--- src/rtl/sdram_arbiter.sv ---
// SDRAM command-bus arbiter: sequences init, auto-refresh, write and read
// sub-controllers onto the shared pins and owns the refresh interval timer.
module sdram_arbiter #(
  parameter int REF_PERIOD = 750,
  parameter int CNT_W      = 10
) (
  input  logic        sclk,
  input  logic        srst,
  input  logic        init_end,
  input  logic [3:0]  init_cmd,
  input  logic [11:0] init_addr,
  output logic        aref_en,
  input  logic        aref_end,
  input  logic [3:0]  aref_cmd,
  input  logic [11:0] aref_addr,
  input  logic        wr_req,
  output logic        wr_en,
  input  logic        wr_end,
  input  logic [3:0]  wr_cmd,
  input  logic [11:0] wr_addr,
  input  logic [1:0]  wr_bank,
  input  logic        rd_req,
  output logic        rd_en,
  input  logic        rd_end,
  input  logic [3:0]  rd_cmd,
  input  logic [11:0] rd_addr,
  input  logic [1:0]  rd_bank,
  output logic        aref_pend,
  output logic        ref_overrun,
  output logic [3:0]  sdram_cmd,
  output logic [11:0] sdram_addr,
  output logic [1:0]  sdram_bank,
  output logic [2:0]  state
);

  typedef enum logic [2:0] {
    S_INIT  = 3'd0,
    S_ARBIT = 3'd1,
    S_AREF  = 3'd2,
    S_WRITE = 3'd3,
    S_READ  = 3'd4
  } state_e;

  localparam logic [3:0]       CMD_NOP  = 4'b0111;
  localparam logic [CNT_W-1:0] CNT_LAST = CNT_W'(REF_PERIOD - 1);

  state_e           state_q, state_d;
  logic             last_wr_q, last_wr_d;
  logic [CNT_W-1:0] cnt_q, cnt_d;
  logic             pend_q, pend_d;
  logic             ovr_q, ovr_d;
  logic             aref_en_q, wr_en_q, rd_en_q;
  logic             ref_fire;

  // Refresh interval timer: frozen at zero until init completes
  always_comb begin
    ref_fire = (state_q != S_INIT) && (cnt_q == CNT_LAST);
    cnt_d    = cnt_q + CNT_W'(1);
    if (state_q == S_INIT || ref_fire) begin
      cnt_d = '0;
    end

    pend_d = pend_q;
    if (ref_fire) begin
      pend_d = 1'b1;
    end else if (state_q == S_AREF && aref_end) begin
      pend_d = 1'b0;
    end

    ovr_d = ovr_q | (ref_fire & pend_q);
  end

  // Grant FSM; last_wr_q records whether write won the most recent data grant
  always_comb begin
    state_d   = state_q;
    last_wr_d = last_wr_q;
    case (state_q)
      S_INIT: begin
        if (init_end) state_d = S_ARBIT;
      end
      S_ARBIT: begin
        if (pend_q) begin
          state_d = S_AREF;
        end else if (wr_req && rd_req) begin
          if (last_wr_q) begin
            state_d   = S_READ;
            last_wr_d = 1'b0;
          end else begin
            state_d   = S_WRITE;
            last_wr_d = 1'b1;
          end
        end else if (wr_req) begin
          state_d   = S_WRITE;
          last_wr_d = 1'b1;
        end else if (rd_req) begin
          state_d   = S_READ;
          last_wr_d = 1'b0;
        end
      end
      S_AREF: begin
        if (aref_end) state_d = S_ARBIT;
      end
      S_WRITE: begin
        if (wr_end) state_d = S_ARBIT;
      end
      S_READ: begin
        if (rd_end) state_d = S_ARBIT;
      end
      default: state_d = S_INIT;
    endcase
  end

  always_ff @(posedge sclk or posedge srst) begin
    if (srst) begin
      state_q   <= S_INIT;
      last_wr_q <= 1'b0;
      cnt_q     <= '0;
      pend_q    <= 1'b0;
      ovr_q     <= 1'b0;
      aref_en_q <= 1'b0;
      wr_en_q   <= 1'b0;
      rd_en_q   <= 1'b0;
    end else begin
      state_q   <= state_d;
      last_wr_q <= last_wr_d;
      cnt_q     <= cnt_d;
      pend_q    <= pend_d;
      ovr_q     <= ovr_d;
      aref_en_q <= (state_d == S_AREF);
      wr_en_q   <= (state_d == S_WRITE);
      rd_en_q   <= (state_d == S_READ);
    end
  end

  // Pin mux is purely combinational on the registered state
  always_comb begin
    sdram_cmd  = CMD_NOP;
    sdram_addr = '0;
    sdram_bank = '0;
    case (state_q)
      S_INIT: begin
        sdram_cmd  = init_cmd;
        sdram_addr = init_addr;
      end
      S_AREF: begin
        sdram_cmd  = aref_cmd;
        sdram_addr = aref_addr;
      end
      S_WRITE: begin
        sdram_cmd  = wr_cmd;
        sdram_addr = wr_addr;
        sdram_bank = wr_bank;
      end
      S_READ: begin
        sdram_cmd  = rd_cmd;
        sdram_addr = rd_addr;
        sdram_bank = rd_bank;
      end
      default: ;
    endcase
  end

  assign aref_en     = aref_en_q;
  assign wr_en       = wr_en_q;
  assign rd_en       = rd_en_q;
  assign aref_pend   = pend_q;
  assign ref_overrun = ovr_q;
  assign state       = state_q;

endmodule
--- config.mk ---
export PLATFORM = sky130hd
export DESIGN_NAME = sdram_arbiter
export DESIGN_NICKNAME = d
export VERILOG_FILES = /design/src/rtl/sdram_arbiter.sv
export SDC_FILE = /design/constraint.sdc
export NUM_CORES = 1
export LEC_CHECK = 0
export BUFFER_PORTS_ARGS = -buffer_cell sky130_fd_sc_hd__buf_4
export CAP_MARGIN = 20
export CORE_MARGIN = 2
export CORE_UTILIZATION = 25
export CTS_BUF_LIST = sky130_fd_sc_hd__clkbuf_4
export CTS_CLUSTER_SIZE = 40
export DETAILED_ROUTE_END_ITERATION = 8
export SYNTH_ARGS = -nofsm -noshare
export SYNTH_HDL_FRONTEND = slang
export SYNTH_SLANG_ARGS = --single-unit
--- constraint.sdc ---
create_clock -name sclk -period 2.9 [get_ports sclk]
set_clock_uncertainty 0.15 [all_clocks]
set_input_delay 0.725 -clock sclk [delete_from_list [all_inputs] [get_ports sclk]]
set_output_delay 0.725 -clock sclk [all_outputs]
set_load 0.02 [all_outputs]
==> impl_metrics.tcl, run 1 <==
set metrics [dict create \
    status "finished, final reports clean" \
    coreArea_sq_um 5608 \
    drc 0 \
    yosys.area.top_type "dfrtp_1" \
    dpl_cell_area_sq_um 2292 \
    synth.distinct_cells 43 \
    cts_max_level 1 \
    post-cts-setup-buffers 0 \
    rrSetupSlack_ps 1160 \
    rsz0062_at_grt "false" \
    numCtsBuffers 3 \
    clk_pin_slew_ps 120 \
    utilization_pct 41.45 \
    power.density_nw_per_um2 807.7 \
    synthArstFlopShare_pct 100.0 \
    clock-root-buffer "clkbuf_4" \
    pre_cts_ws_ps 411.7 \
    clk_path_buf_depth 2 \
    hold_class "input pin to async pin" \
    drive_above_1_share_pct 43.06 \
    r2r_start "state[2]$_DFF_PP0_" \
    start_util_pct 26.28 \
    setup_violations 0 \
    end_kind "output pin" \
    worstSetupEndpoint "sdram_cmd[3]" \
    grt-ovfl-total 0 \
    reg2reg_depth 3 \
    path_class "flip-flop to output pin" \
    tightest_slew_ps 722.5 \
    grt_start_max_net_pins 20 \
    layout_setup_ws_ps 220.5 \
    yosysWarningCount 0 \
    ys.flop_type "dfrtp_1" \
    grt_pass1_vias 1613 \
    period_needed_ps 2680 \
    groute.usage.overall_pct 15.09 \
    hold_viol_final 0 \
    syn2layout_area_growth_pct 57.72 \
    ir_drop_mv 0.3778 \
    synth_seq_area_share_pct 32.26 \
    cp_data_required_time_ps 2030 \
    maxSlewViolCount 0 \
    dp_hpwl_mm 3.960 \
    die_x_um 80.79 \
    final_cell_mix "buf_4 (106), nor2_1 (29), nand2_1 (19)" \
    post-route-period-util_pct 92.40 \
    grt_pass1_wl_mm 7.762 \
    insertion_delay_ps 310 \
    synth_edf_count 0 \
    final_area_sq_um 2325 \
    gp_congestion 0.7743 \
    drv_cap 0 \
    arrival_ps 1800 \
    synth_cells 181 \
    num_rows 27 \
    cp_max_fo 14 \
    dieArea_sq_um 6526 \
    clock_sinks 19 \
    power_leakage_nw 1.117 \
    syn_area_per_cell_sq_um 8.143 \
    hold_ws_ps 365.4 \
    r2r-end "wr_en$_DFF_PP0_" \
    antenna_found_initial 0 \
    netlist.area_leader.share_pct 32.26 \
    vias 1632 \
    cts_tree "yes" \
    drtIter0Drc 45 \
    drtPass1Iterations 4 \
    final_common_cell "buf_4" \
    die_h_um 80.79 \
    wl_per_cell_um 14.03 \
    io_buffers 101 \
    startpoint_type "flip-flop" \
    netlist_area_sq_um 1474 \
    max_slew_margin_pct 51.78 \
    ant_nets 0 \
    vias_per_cell 4.623 \
    syn_nets 259 \
    fin_tns_setup_ps 0 \
    ys_ff_latch 19 \
    cp-startpoint "state[0]$_DFF_PP0_" \
    n_antenna_cell 0 \
    fmax_mhz 373.2 \
    drt_wl_total_mm 4.951 \
    ys_top_cells_by_area "dfrtp_1 (32%), mux2i_1 (10%), nor2_1 (7.6%), a21oi_1 (5.8%), nand2_1 (4.8%)" \
    io-pin-count 102 \
    nNetsFinal 360 \
]
==> power by group <==
group / switching [mW] / total [mW] / internal (mW)
combinational: 0.714 / 1.30 / 0.591
sequential: 0.100 / 0.433 / 0.332
clock: 0.0889 / 0.141 / 0.0516
total: 0.903 / 1.88 / 0.975
==> state kept, by name (all words and copies together), names as in the netlist <==
name and cells:
cnt_q 10, ref_overrun 1, state 3, aref_pend 1, aref_en 1, rd_en 1
last_wr_q 1, wr_en 1
==> metal layers <==
metal | vias to the layer above | GRT usage (%) | part of all wire [%]
li1 | 832 | - | -
met1 | 753 | 19.40 | 41
met2 | 43 | 26.33 | 53
met3 | 4 | 3.000 | 5.0
met4 | 0 | 3.051 | 0.81
met5 | - | 0 | 0
==> final cells by class <==
cell class                      instances  area, sq um
Clock inverter                          1        5.005
Timing Repair Buffer                  106        795.8
Multi-Input combinational cell        144        904.6
Sequential cell                        19        476.7
Tap cell                               72        90.09
Inverter                                8        30.03
Fill cell                             596         3283
Clock buffer                            3        22.52
==> worst min path at each step <==
stage / start / endpoint / slack (ps) / cells after the start
CTS: last_wr_q$_DFFE_PP0P_ / last_wr_q$_DFFE_PP0P_ / 360 / 1
finish: srst / aref_en$_DFF_PP0_ / 370 / 2
global route: ref_overrun$_DFF_PP0_ / ref_overrun$_DFF_PP0_ / 400 / 1
global placement: last_wr_q$_DFFE_PP0P_ / last_wr_q$_DFFE_PP0P_ / 340 / 1
detailed placement: last_wr_q$_DFFE_PP0P_ / last_wr_q$_DFFE_PP0P_ / 340 / 1
floorplan: last_wr_q$_DFFE_PP0P_ / last_wr_q$_DFFE_PP0P_ / 310 / 1
==> critical path, cell delays in order, from the launching register on <==
cell and delay [ps]:
dfrtp_1 500, buf_4 220, nor2_2 180, and2_4 280
nand2_1 70, o21ai_1 80, buf_4 160
==> cell families after synthesis <==
logic type      Yosys count  share of synthesized area [%]
buf+inv                  18                          6.621
simple gates             71                          24.11
compound gates           47                          19.36
mux                      16                          11.20
fa+ha+maj                 2                          1.698
flops                    19                          32.26
xor+xnor                  8                          4.754
==> synthesized netlist by cell type, drive strengths merged (2+ instances only) <==
master and instances:
nand2 20, a31oi 2, buf 8, xor2 2
and2 3, inv 8, nand3 4, o22ai 2
xnor2 6, a21oi 17, clkbuf 2, o22a 3
mux2i 15, o21ai 14, nor2 30, ha 2
nor3 4, dfrtp 19, nor2b 2
==> through the flow <==
| step | power, mW | std cells |
|---|---|---|
| final | 1.878 | 353 |
| after global routing | 2.034 | 353 |
| after CTS | 1.892 | 353 |
| after detailed placement | 1.751 | 349 |
| after global placement | 1.736 | 349 |
| after floorplan | 1.255 | 181 |
==> timing repair <==
action	in CTS	in global routing
setup endpoints to repair	0	17
hold buffers	0	0
gates resized for setup	0	3
Power figures use the tool's default switching activity.
==> run 2, diff against run 1 <==
- CTS_BUF_LIST: sky130_fd_sc_hd__clkbuf_4 -> sky130_fd_sc_hd__clkbuf_8
==> run 2 against run 1 <==
  * Die area unchanged
  * First-iteration DRC count up 8.9%
  * Clock power increased by 33%
  * Routed wire length is 0.67% lower
  * Power is 2.2% higher
  * Hold slack got worse by 12 ps
  * Via count is the same
  * Combinational power barely moved
  * Global-route usage down 0.094 points
  * Critical path type unchanged
==> impl_metrics.tcl, run 2 (synthesis results as in run 1) <==
set metrics [dict create \
    largest-register "cnt_q" \
    groute.usage.overall_pct 14.99 \
    rrSetupSlack_ps 1180 \
    path_class "flip-flop to output pin" \
    die_h_um 80.79 \
    n_antenna_cell 0 \
    numCtsBuffers 3 \
    cp_data_required_time_ps 2030 \
    ant_nets 0 \
    cp_max_fo 14 \
    insertion_delay_ps 260 \
    final_cell_mix "buf_4 (106), nor2_1 (30), nand2_1 (19), dfrtp_1 (19), a21oi_1 (17)" \
    gp_congestion 0.7743 \
    maxSlewViolCount 0 \
    drt_wl_total_mm 4.918 \
    r2r-end "wr_en$_DFF_PP0_" \
    startpoint_type "flip-flop" \
    clock_sinks 19 \
    cts_tree "yes" \
    p_switching_mw 0.9025 \
    status "finished, final reports clean" \
    switching_share_pct 47.04 \
    vias 1632 \
    layout_setup_ws_ps 208.3 \
    fin_tns_setup_ps 0 \
    ir_drop_mv 0.4345 \
    power_frac_clock_pct 9.7 \
    whs_endpoint "ref_overrun$_DFF_PP0_" \
    drc 0 \
    cts_max_level 1 \
    dp_hpwl_mm 3.960 \
    setup_violations 0 \
    final_common_cell "buf_4" \
    reg2reg_depth 3 \
    fmax_mhz 371.5 \
    hp-start "ref_overrun$_DFF_PP0_" \
    wl_per_cell_um 13.93 \
    hold_class "flip-flop to flip-flop" \
    p_seq_share_pct 22.4 \
    clock-root-buffer "clkbuf_8" \
    nNetsFinal 360 \
    grt_start_max_net_pins 20 \
    start_util_pct 26.28 \
    coreArea_sq_um 5608 \
    rsz0062_at_grt "false" \
    largest_register_ffs 10 \
    io_buffers 101 \
    clk_path_buf_depth 2 \
    holdBufCountCts 0 \
    r2r_start "state[2]$_DFF_PP0_" \
    tightest_slew_ps 727.6 \
    io-pin-count 102 \
    grt_pass1_vias 1610 \
    drv_cap 0 \
    syn2layout_area_growth_pct 58.74 \
    total_power_mw 1.919 \
    dieArea_sq_um 6526 \
    max_slew_margin_pct 51.44 \
    min_path_cells 1 \
    drive_above_1_share_pct 42.35 \
    share_comb_of_total_power_pct 67.8 \
    cp-startpoint "state[0]$_DFF_PP0_" \
    period_needed_ps 2692 \
    end_kind "output pin" \
    clk_pin_slew_ps 80 \
    intPower_mw 1.016 \
    post-route-period-util_pct 92.82 \
    die_x_um 80.79 \
    pre_cts_ws_ps 411.7 \
    num_rows 27 \
    antenna_found_initial 0 \
    power.density_nw_per_um2 820.0 \
    vias_per_cell 4.623 \
    power_leakage_nw 1.126 \
    arrival_ps 1820 \
    drtPass1Iterations 4 \
    grt-ovfl-total 0 \
    hold_viol_final 0 \
    grt_pass1_wl_mm 7.748 \
    drtIter0Drc 49 \
]
-- run 2: stage by stage --
stage               std cells  instance area [sq um]  hold slack [ps]  utilization, %
finish                    353                   2340            353.0           41.72
global route              353                   2340            390.6           41.72
CTS                       353                   2338            356.2           41.70
detailed placement        349                   2292            342.1           40.87
global placement          349                   2292            336.6           40.87
floorplan                 181                   1474            311.9               -
-- run 2: per-layer routing --
metal / vias to the layer above / wire length [um] / GRT usage [%]
li1: 830 / - / -
met4: 0 / 29 / 2.542
met2: 45 / 2607 / 26.25
met3: 2 / 249 / 3.000
met5: - / 0 / 0
met1: 755 / 2031 / 19.40
-- run 2: worst max-delay path by stage --
stage / to / slack [ps] / cells after the start
after floorplan: sdram_addr[10] / 560 / 5
after detailed placement: sdram_cmd[2] / 410 / 6
after global placement: sdram_cmd[2] / 420 / 6
final: sdram_cmd[3] / 210 / 6
after CTS: sdram_cmd[2] / 130 / 4
after global routing: sdram_cmd[3] / 4 / 6
-- run 2: repair_timing --
action | CTS | global route
setup endpoints to repair | 0 | 2
resized for setup | 0 | 1
setup buffers | 0 | 0
-- run 2: power by group through the flow --
stage | clock [mW] | combinational, mW | sequential, mW
final | 0.187 | 1.30 | 0.430
after global routing | 0.208 | 1.42 | 0.447
after CTS | 0.192 | 1.32 | 0.430
after detailed placement | 0 | 1.32 | 0.435
after global placement | 0 | 1.30 | 0.433
after floorplan | 0 | 0.818 | 0.438
-- run 2: final cells by class --
type | instances | area (sq um)
Clock buffer | 3 | 41.29
Clock inverter | 1 | 5.005
Fill cell | 592 | 3268
Inverter | 8 | 30.03
Multi-Input combinational cell | 144 | 902.1
Sequential cell | 19 | 475.5
Tap cell | 72 | 90.09
Timing Repair Buffer | 106 | 795.8
-- run 2: critical path, cell delays in order (launching register included) --
cell and delay, ps:
dfrtp_1 490, buf_4 220, nor2_1 240, and2_4 300, nand2_1 70, o21ai_1 80
buf_4 160
==> run 3, diff against run 2 <==
- CORE_MARGIN: 2 -> default
- clock period: 2.9 -> 3.3 ns (I/O delays scaled with it)
==> run 3 against run 2 <==
  * Largest power group unchanged
  * Flip-flop and latch count unchanged
  * Hold slack about the same
  * Critical endpoint is now sdram_cmd[2]
  * Count of clock-buffer cells in the layout unchanged
  * Routed wire length down 4.1%
==> impl_metrics.tcl, run 3 (synthesis results as in run 1) <==
set metrics [dict create \
    status "finished, final reports clean" \
    ant_nets 0 \
    hold_viol_final 0 \
    clk_pin_slew_ps 70 \
    holdBufCountCts 0 \
    cts_max_level 1 \
    wl_per_cell_um 13.44 \
    startpoint_type "flip-flop" \
    fmax_mhz 345.4 \
    cp_data_required_time_ps 2320 \
    start_util_pct 26.28 \
    numCtsBuffers 3 \
    drtIter0Drc 43 \
    drc 0 \
    grt_start_max_net_pins 21 \
    num_rows 27 \
    largest_register_ffs 10 \
    groute.usage.overall_pct 14.67 \
    hp-start "ref_overrun$_DFF_PP0_" \
    final_area_sq_um 2322 \
    period_needed_ps 2896 \
    fin_tns_setup_ps 0 \
    io-pin-count 102 \
    grt_pass1_vias 1456 \
    grt-ovfl-total 0 \
    gp_congestion 0.7410 \
    ir_drop_mv 0.3841 \
    nNetsFinal 358 \
    drtPass1Iterations 6 \
    vias 1607 \
    cts_tree "yes" \
    dieArea_sq_um 6207 \
    insertion_delay_ps 260 \
    final_cell_mix "buf_4 (104), nor2_1 (30), nand2_1 (19), dfrtp_1 (19), a21oi_1 (17)" \
    drive_above_1_share_pct 41.22 \
    clk_path_buf_depth 2 \
    end_kind "output pin" \
    nFillCells 573 \
    arrival_ps 1920 \
    dpl_cell_area_sq_um 2277 \
    clock-root-buffer "clkbuf_8" \
    grt_pass1_wl_mm 7.148 \
    drt_wl_total_mm 4.718 \
    maxSlewViolCount 0 \
    dp_hpwl_mm 3.696 \
    die_x_um 78.79 \
    rsz0062_at_grt "false" \
    coreArea_sq_um 5608 \
    die_h_um 78.79 \
    tightest_slew_ps 702.3 \
    hold_ws_ps 352.7 \
    post-route-period-util_pct 87.74 \
    postCtsResizedCells 0 \
    n_antenna_cell 0 \
    post-cts-setup-buffers 0 \
    drv_cap 0 \
    clock_sinks 19 \
    power.density_nw_per_um2 714.7 \
    utilization_pct 41.41 \
    power_leakage_nw 1.116 \
    io_buffers 101 \
    setup_violations 0 \
    hold_class "flip-flop to flip-flop" \
    vias_per_cell 4.578 \
    cp-startpoint "state[1]$_DFF_PP0_" \
    r2r_start "state[2]$_DFF_PP0_" \
    max_slew_margin_pct 53.13 \
    path_class "flip-flop to output pin" \
    final_common_cell "buf_4" \
    syn2layout_area_growth_pct 57.56 \
    cp_max_fo 20 \
    antenna_found_initial 0 \
    largest-register "cnt_q" \
]
-- run 3: changes by cell type in the layout (fill, tap and decap cells not counted) --
cell | before | now
and2_2 | 1 | 0
clkinv_2 | 1 | 0
and2_1 | 1 | 2
inv_1 | 8 | 9
buf_4 | 106 | 104
-- run 3: stage by stage --
| step | cells | total power, mW | worst slack, ps |
|---|---|---|---|
| final | 351 | 1.660 | 404.5 |
| after global routing | 351 | 1.784 | 258.0 |
| after CTS | 351 | 1.675 | 384.9 |
| after detailed placement | 347 | 1.510 | 640.9 |
| after global placement | 347 | 1.506 | 654.0 |
| after floorplan | 181 | 1.103 | 853.2 |
-- run 3: worst paths after layout --
path                                         endpoint  slack (ps)  cells after the start
worst min register to register  ref_overrun$_DFF_PP0_         350                      1
max in group asynchronous             rd_en$_DFF_PP0_        2020                      2
worst min-delay path            ref_overrun$_DFF_PP0_         350                      1
min in group asynchronous          cnt_q[2]$_DFF_PP0_         530                      2
worst max-delay path                     sdram_cmd[2]         400                      6
worst max register to register        wr_en$_DFF_PP0_        1610                      3
-- run 3: where the power goes --
group / internal, mW / total, mW / switching, mW
clock network: 0.0827 / 0.159 / 0.0760
registers: 0.292 / 0.376 / 0.0843
logic: 0.503 / 1.12 / 0.622
-- run 3: final cells by class --
class                      instances  area (sq um)  share of cell area (%)
multi-input combinational        144         900.9                   38.79
clock buffer                       3         41.29                   1.778
inverter                           8         30.03                   1.293
timing repair buffer             104         780.7                   33.62
tap                               72         90.09                   3.879
clock inverter                     1         3.754                  0.1616
sequential                        19         475.5                   20.47
-- run 3: worst max-delay path, cell delays in order (launching register included) --
cell and delay (ps):
dfrtp_1 570, buf_4 370, nor2b_1 80, a211oi_1 230
a21oi_1 60, o22a_1 190, buf_4 150
-- run 3: routing by layer --
layer  GRT usage (%)  vias up  routed length (um)
li1                -      829                   -
met1           18.82      725                2061
met2           24.52       51                2378
met3           3.563        2                 257
met4           3.704        0                  21
met5               0        -                   0
